## config.mk

```make
export PLATFORM = sky130hd
export DESIGN_NAME = unary_bitstream_gen
export DESIGN_NICKNAME = d
export VERILOG_FILES = /design/src/rtl/ubrain_unary_pkg.sv /design/src/rtl/unary_bitstream_gen_rng.sv /design/src/rtl/unary_bitstream_gen.sv
export SDC_FILE = /design/constraint.sdc
export NUM_CORES = 1
export LEC_CHECK = 0
export ABC_AREA = 1
export BUFFER_PORTS_ARGS = -buffer_cell sky130_fd_sc_hd__buf_4
export CAP_MARGIN = 20
export CORE_AREA = 2 2 80 82
export CTS_CLUSTER_DIAMETER = 150
export DETAILED_ROUTE_END_ITERATION = 7
export DIE_AREA = 0 0 82 84
export GPL_ROUTABILITY_DRIVEN = 0
export PLACE_DENSITY_LB_ADDON = 0.15
export SYNTH_ARGS = -nofsm -noshare
export SYNTH_HDL_FRONTEND = slang
export SYNTH_SLANG_ARGS = --single-unit
```

## constraint.sdc

```tcl
create_clock -name clk -period 5.2 [get_ports clk]
set_clock_uncertainty 0.05 [all_clocks]
set_input_delay 0.78 -clock clk [delete_from_list [all_inputs] [get_ports clk]]
set_output_delay 0.78 -clock clk [all_outputs]
set_load 0.1 [all_outputs]
```

## src/rtl/ubrain_unary_pkg.sv

```systemverilog
// ubrain_unary_pkg: shared types and helpers for the uBrain unary datapath.
//   state_e     : generator FSM states
//   BWID_DEF    : default binary width (period = 2^BWID_DEF cycles)
//   NCH_DEF     : default number of parallel streams
//   PERIOD      : default period length in cycles
//   period_of() : period length for an arbitrary width
//   bitrev()    : reverse the low w bits of a value (upper bits cleared)
package ubrain_unary_pkg;

  typedef enum logic [0:0] {
    IDLE,
    RUN
  } state_e;

  localparam int unsigned BWID_DEF = 8;
  localparam int unsigned NCH_DEF  = 3;
  localparam int unsigned PERIOD   = 32'd1 << BWID_DEF;

  function automatic int unsigned period_of(input int unsigned w);
    return 32'd1 << w;
  endfunction

  function automatic logic [31:0] bitrev(input logic [31:0] v, input int unsigned w);
    logic [31:0] src;
    logic [31:0] r;
    src = v;
    r   = '0;
    // Shift LSBs of the source into the result LSB-first; after w steps the
    // original bit 0 lands at bit w-1.
    for (int unsigned i = 0; i < w; i++) begin
      r   = {r[30:0], src[0]};
      src = src >> 1;
    end
    return r;
  endfunction

endpackage

```

## src/rtl/unary_bitstream_gen_rng.sv

```systemverilog
// unary_rng_sobol1d: one-dimensional Sobol (van der Corput) sequence for one
// channel. The period counter is shared between channels and supplied by the
// parent; each channel adds its own phase offset before bit reversal, so every
// channel still visits each BWID-bit value exactly once per period.
// Ports:
//   cnt : in  BWID  shared period counter
//   rng : out BWID  bitrev((cnt + OFST) mod 2^BWID)
// Parameters:
//   BWID : value width
//   OFST : per-channel phase offset
module unary_rng_sobol1d
  import ubrain_unary_pkg::*;
#(
  parameter int unsigned BWID = BWID_DEF,
  parameter int unsigned OFST = 0
) (
  input  logic [BWID-1:0] cnt,
  output logic [BWID-1:0] rng
);

  localparam int unsigned   PER = period_of(BWID);
  localparam logic [BWID-1:0] OFS = BWID'(OFST % PER);

  logic [BWID-1:0] idx;

  always_comb begin
    idx = cnt + OFS;
    rng = BWID'(bitrev(32'(idx), BWID));
  end

endmodule

```

## src/rtl/unary_bitstream_gen.sv

```systemverilog
// unary_bitstream_gen: binary-to-unary stream transmitter. Accepts NCH binary
// values through a valid/ready handshake and emits NCH parallel unary
// bitstreams of 2^BWID cycles each; stream k carries exactly thr(data[k]) ones.
// Ports:
//   clk      : in   clock
//   rst_n    : in   asynchronous active-low reset
//   i_valid  : in   i_data valid
//   i_ready  : out  new values accepted this cycle (combinational)
//   i_data   : in   NCH x BWID binary values
//   i_en     : in   stream enable; low stalls counter and output
//   o_bit    : out  NCH unary bits
//   o_valid  : out  o_bit meaningful this cycle
//   o_last   : out  final cycle of the current period
//   o_done   : out  one-cycle pulse after a period ends without reload
// Configuration:
//   UBSG_BIPOLAR_EN : treat i_data as signed two's complement (bipolar);
//                     undefined gives unsigned unipolar encoding.
module unary_bitstream_gen
  import ubrain_unary_pkg::*;
#(
  parameter int unsigned BWID = BWID_DEF,
  parameter int unsigned NCH  = NCH_DEF
) (
  input  logic            clk,
  input  logic            rst_n,
  input  logic            i_valid,
  output logic            i_ready,
  input  logic [BWID-1:0] i_data [NCH-1:0],
  input  logic            i_en,
  output logic            o_bit  [NCH-1:0],
  output logic            o_valid,
  output logic            o_last,
  output logic            o_done
);

  localparam int unsigned PER  = period_of(BWID);
  localparam int unsigned STEP = PER / NCH;

  state_e          state;
  logic [BWID-1:0] cnt;
  logic [BWID-1:0] data [NCH-1:0];
  logic [BWID-1:0] rng  [NCH-1:0];
  logic [BWID-1:0] thr  [NCH-1:0];
  logic            cnt_last;
  logic            load;

  for (genvar k = 0; k < NCH; k++) begin : g_rng
    unary_rng_sobol1d #(
      .BWID (BWID),
      .OFST (k * STEP)
    ) u_rng (
      .cnt (cnt),
      .rng (rng[k])
    );
  end

`ifdef UBSG_BIPOLAR_EN
  // Flipping the sign bit maps signed [-2^(BWID-1), 2^(BWID-1)) onto the
  // unsigned ones count [0, 2^BWID).
  localparam logic [BWID-1:0] HALF = BWID'(1) << (BWID - 1);
  always_comb begin
    for (int unsigned k = 0; k < NCH; k++) begin
      thr[k] = data[k] ^ HALF;
    end
  end
`else
  always_comb begin
    for (int unsigned k = 0; k < NCH; k++) begin
      thr[k] = data[k];
    end
  end
`endif

  always_comb begin
    cnt_last = (cnt == '1);
    i_ready  = (state == IDLE) || ((state == RUN) && i_en && cnt_last);
    load     = i_valid && i_ready;
  end

  always_ff @(posedge clk or negedge rst_n) begin
    if (!rst_n) begin
      state   <= IDLE;
      cnt     <= '0;
      o_valid <= 1'b0;
      o_last  <= 1'b0;
      o_done  <= 1'b0;
      for (int unsigned k = 0; k < NCH; k++) begin
        data[k]  <= '0;
        o_bit[k] <= 1'b0;
      end
    end else begin
      // o_last is visible in the cycle after the final edge; if the FSM is
      // already back in IDLE then, no reload happened.
      o_done <= o_last && (state == IDLE);
      case (state)
        IDLE: begin
          o_valid <= 1'b0;
          o_last  <= 1'b0;
          for (int unsigned k = 0; k < NCH; k++) begin
            o_bit[k] <= 1'b0;
          end
          if (load) begin
            state <= RUN;
            cnt   <= '0;
            for (int unsigned k = 0; k < NCH; k++) begin
              data[k] <= i_data[k];
            end
          end
        end
        RUN: begin
          if (i_en) begin
            cnt     <= cnt + BWID'(1);
            o_valid <= 1'b1;
            o_last  <= cnt_last;
            for (int unsigned k = 0; k < NCH; k++) begin
              o_bit[k] <= (thr[k] > rng[k]);
            end
            if (cnt_last) begin
              if (load) begin
                // Reload on the final cycle keeps the stream gapless; the
                // bit above still uses the outgoing data.
                cnt <= '0;
                for (int unsigned k = 0; k < NCH; k++) begin
                  data[k] <= i_data[k];
                end
              end else begin
                state <= IDLE;
              end
            end
          end else begin
            o_valid <= 1'b0;
            o_last  <= 1'b0;
            for (int unsigned k = 0; k < NCH; k++) begin
              o_bit[k] <= 1'b0;
            end
          end
        end
        default: state <= IDLE;
      endcase
    end
  end

endmodule
```

-- After elaboration in Yosys (flattened, before gate mapping)
Index checks and enable logic that the tools add are counted.
- register bits after elaboration: 39
- input bits: 28
- output and inout bits: 7
- logic and storage cells: 48
- add/sub/neg operators: 3
- $lt $le $gt $ge: 3
- equal/unequal tests: 4
- muxes and demuxes: 19
- bitwise logic cells: 1
- reductions and logical operators: 7
- operators by type and width (operator ; number):
    2-to-1 mux 24 bit ; 3
    one-hot mux 24 bit (2 select lines) ; 1
    2-to-1 mux 8 bit ; 4
    > comparator 8 bit ; 3
    one-hot mux 8 bit (2 select lines) ; 1
    adder 8 x 1 -> 8 bit (second input constant) ; 1
    adder 8 x 7 -> 8 bit (second input constant) ; 1
    adder 8 bit (second input constant) ; 1
    equality test 8 bit (second input constant) ; 1
    one-hot mux 1 bit (2 select lines) ; 3
    one-hot mux 3 bit (2 select lines) ; 1
    2-to-1 mux 1 bit ; 5
    logical AND 1 bit ; 4
    inequality test 2 bit (second input constant) ; 2
    AND reduction 2 bit ; 2
    2-to-1 mux 3 bit ; 1
    inequality test 2 x 1 -> 1 bit (second input constant) ; 1
    logical OR 1 bit ; 1
    inverter 1 bit ; 1

-- Logic depth before layout (Yosys ltp)
- depth in word-level cells: 8
- mapped depth: 15
- depth with buffers taken out: 15

-- By module
A second synthesis with hierarchy kept.
- cell total of the unflattened synthesis: 351
- area total of the unflattened synthesis: 2685.1 um^2
- modules (own cells, without submodules) (module ; instances ; cells an instance ; area an instance (um^2) ; sequential area each (um^2)):
    unary_bitstream_gen ; 1 ; 286 ; 2316.0 ; 975.9
    unary_rng_sobol1d at g_rng[1].u_rng ; 1 ; 34 ; 181.4 ; 0.0
    unary_rng_sobol1d at g_rng[2].u_rng ; 1 ; 23 ; 127.6 ; 0.0
    unary_rng_sobol1d at g_rng[0].u_rng ; 1 ; 8 ; 60.1 ; 0.0

-- Worst setup path before layout
Ideal clock, no wire load.
- path kind: reg2out
- start point: register cnt[0]
- end point: output port i_ready
- arrival time: 1.383 ns
- required time: 4.370 ns
- path slack: 2.987 ns
- stages on the path, launching flop included: 7
- buffers on the path: 1
- cell sequence: dfrtp_1 -> ha_1 -> inv_1 -> nor2_4 -> nand3_4 -> nand2_4 -> buf_4
- cells in the longest elaborated chain, start to end: 3
- RTL lines (what ; RTL line ; source):
    start, declared ; unary_bitstream_gen.sv:40 ; logic [BWID-1:0] cnt;
    start signal, assigned ; unary_bitstream_gen.sv:112 ; cnt <= cnt + BWID'(1);
    equality test 8 bit ; unary_bitstream_gen.sv:75 ; cnt_last = (cnt == '1);
    logical AND 1 bit ; unary_bitstream_gen.sv:76 ; i_ready = (state == IDLE) || ((state == RUN) && i_en && cnt_last);
    logical OR 1 bit ; unary_bitstream_gen.sv:76 ;
    end, declared ; unary_bitstream_gen.sv:27 ; output logic i_ready,
No other way between the ends.

-- Final worst setup path
Same ends and word-level chain as after synthesis.

==> results.sh <==
export IMPL_required_ns=4.37
export IMPL_clock_sinks=39
export IMPL_fmax_mhz=355
export IMPL_dieArea_mm2=0.00689
export IMPL_vdd_ir_drop_max_uv=179
export IMPL_synth_area_leaders="dfrtp_1, nand2_1, ha_1, nand3_1, inv_1"
export IMPL_cts_resized=0
export IMPL_seqPwrFrac=0.383
export IMPL_syn_nets=368
export IMPL_startpoint_type="flip-flop"
export IMPL_drive_gt1_frac=0.149
export IMPL_p_int_mw=0.608
export IMPL_cts_hold_buf=0
export IMPL_grtUsageTotal=0.181
export IMPL_holdWs_ns=0.399
export IMPL_drt_wl_total_mm=5.46
export IMPL_io_pin_count=35
export IMPL_hold_class="in -> async"
export IMPL_drt_iter0_drc=129
export IMPL_area_growth_pct=14.2
export IMPL_cts_path_max_buffers=2
export IMPL_dp_slack_ns=2.68
export IMPL_start_util=0.408
export IMPL_rsz0062_at_grt="false"
export IMPL_htreeDepth=2
export IMPL_worstMarginPinSlew_ns=0.523
export IMPL_final_hold_viol_count=0
export IMPL_routedWlPerCell_um=13.0
export IMPL_syn_avg_cell_area_um2=7.94
export IMPL_switchingPower_mw=0.461
export IMPL_num_fill_cells=631
export IMPL_comb_power_share=0.431
export IMPL_setup_viol=0
export IMPL_core_area_mm2=0.00610
export IMPL_slew_violations=0
export IMPL_critPathMaxFanout=27
export IMPL_slew_headroom=0.651
export IMPL_cts_root_buf="clkbuf_8"
export IMPL_postSynthCellCount=313
export IMPL_r2r_start="cnt[3]$_DFFE_PN0P_"
export IMPL_power_density_mw_per_mm2=377
export IMPL_drtPass1Iterations=4
export IMPL_yosysWarningCount=0
export IMPL_synth_edf_count=0
export IMPL_viasPerCell=4.93
export IMPL_drc=0
export IMPL_synthTopCellsByCount="nand2_1, dfrtp_1, nand3_1, ha_1, inv_1"
export IMPL_synthesis_area_mm2=0.00249
export IMPL_grt_pass1_wl_mm=9.61
export IMPL_first_global_vias=2061
export IMPL_ff2ff_path_depth=12
export IMPL_critical_path_arrival_ns=1.98
export IMPL_ys_seq_area_frac=0.393
export IMPL_ys_ff_latch=39
export IMPL_fin_nets=399
export IMPL_synth_flop_cell="dfrtp_1"
export IMPL_power_leakage_nw=1.55
export IMPL_fin_crit_ns=2.81
export IMPL_endpoint_kind="output pin"
export IMPL_num_vias=2070
export IMPL_finalCritPeriodShare=0.541
export IMPL_synthMostInstantiatedCell="nand2_1"
export IMPL_yosysTopAreaCellShare=0.393
export IMPL_num_antenna_cells=0
export IMPL_port_buffers=34
export IMPL_fin_ws_ns=2.39
export IMPL_swShare=0.432
export IMPL_antenna_found_initial=0
export IMPL_startpoint="cnt[0]$_DFFE_PN0P_"
export IMPL_die_x_um=82
export IMPL_status="finished clean"
export IMPL_async_flop_share=1.00
export IMPL_power_frac_clock=0.186
export IMPL_synth_largest_area_cell="dfrtp_1"
export IMPL_dp_final_hpwl_mm=4.08
export IMPL_worstSkewPairLatency_ns=0.29
export IMPL_gr_total_overflow=0
export IMPL_die_y_um=84
export IMPL_drv_cap=0
export IMPL_ys_types=23
export IMPL_grt_max_degree=40
export IMPL_path_clk_slew_ns=0.08
export IMPL_worstSetupPathType="reg -> out"
export IMPL_cts_buffers=5
export IMPL_cts_tree="built"
export IMPL_route_antenna_remaining_nets=0
export IMPL_fin_tns_setup_ns=0
export IMPL_rows=29
export IMPL_postCtsSetupBuffers=0
[cell type report]
type	instances	area (um2)	area share
multi-input combinational	236	1330	0.468
sequential	39	976	0.344
timing repair buffer	34	255	0.0899
inverter	28	105	0.0370
tap	77	96.3	0.0339
clock buffer	5	68.8	0.0242
clock inverter	1	7.51	0.00264
[layout by cell type (no fill, tap or decap), drive strengths merged]
cell,n
a21oi,16
buf,34
clkbuf,5
clkinv,2
clkinvlp,1
dfrtp,39
ha,27
inv,26
nand2,118
nand3,30
nand4,3
nor2,16
nor3,1
o2111ai,1
o211ai,1
o21a,3
o21ai,10
o21bai,3
xor2,7
[layer usage]
metal,global-route usage,part of all wire,vias up,wire length [um]
li1,-,-,1066,-
met1,0.236,0.46,967,2510
met2,0.293,0.49,30,2680
met3,0.0357,0.033,7,183
met4,0.0652,0.016,0,90
met5,0,0,-,0
[per-stage QoR]
stage	utilization	area, um2	power, mW	cells
2_1_floorplan	-	2490	0.759	313
4_1_cts	0.466	2840	1.08	420
5_1_grt	0.466	2840	1.17	420
3_3_place_gp	0.453	2760	0.864	414
6_report	0.466	2840	1.07	420
3_5_place_dp	0.453	2760	0.876	414
[registers in the layout (all words and copies together), names as in the netlist]
name     flops
data        24
o_done       1
o_bit        3
o_valid      1
cnt          8
o_last       1
state        1
[kinds of logic (layout without fill, tap and decap cells)]
family,after synthesis,after routing,share of synthesized area
AO/OA/AOI/OAI,34,34,0.0770
XOR/XNOR,7,7,0.0247
adder cells (fa/ha/maj),27,27,0.136
AND/OR/NAND/NOR,168,168,0.297
buffers and inverters,38,68,0.0725
flip-flops,39,39,0.393
[power groups by stage]
stage	Combinational [mW]	Sequential [mW]	Clock, mW
after floorplan	0.332	0.427	0
after global placement	0.452	0.412	0
after detailed placement	0.462	0.414	0
after CTS	0.466	0.409	0.203
after global routing	0.537	0.418	0.214
final	0.461	0.409	0.199
[critical path, stage by stage, from the launching register on]
cell and delay, ns:
dfrtp_1 0.47, ha_1 0.24, inv_1 0.10, nor2_4 0.16
nand3_4 0.10, nand2_4 0.25, buf_4 0.36
[worst paths after layout]
kind	end	slack (ns)
min in group clk	data[8]$_DFFE_PN0P_	0.42
min reg2reg	data[8]$_DFFE_PN0P_	0.42
max reg2reg	o_bit[1]$_DFF_PN0_	3.07
max in group asynchronous	data[21]$_DFFE_PN0P_	4.35
min	data[13]$_DFFE_PN0P_	0.40
max	i_ready	2.39
Note: power is estimated with default switching activity, not from simulation.
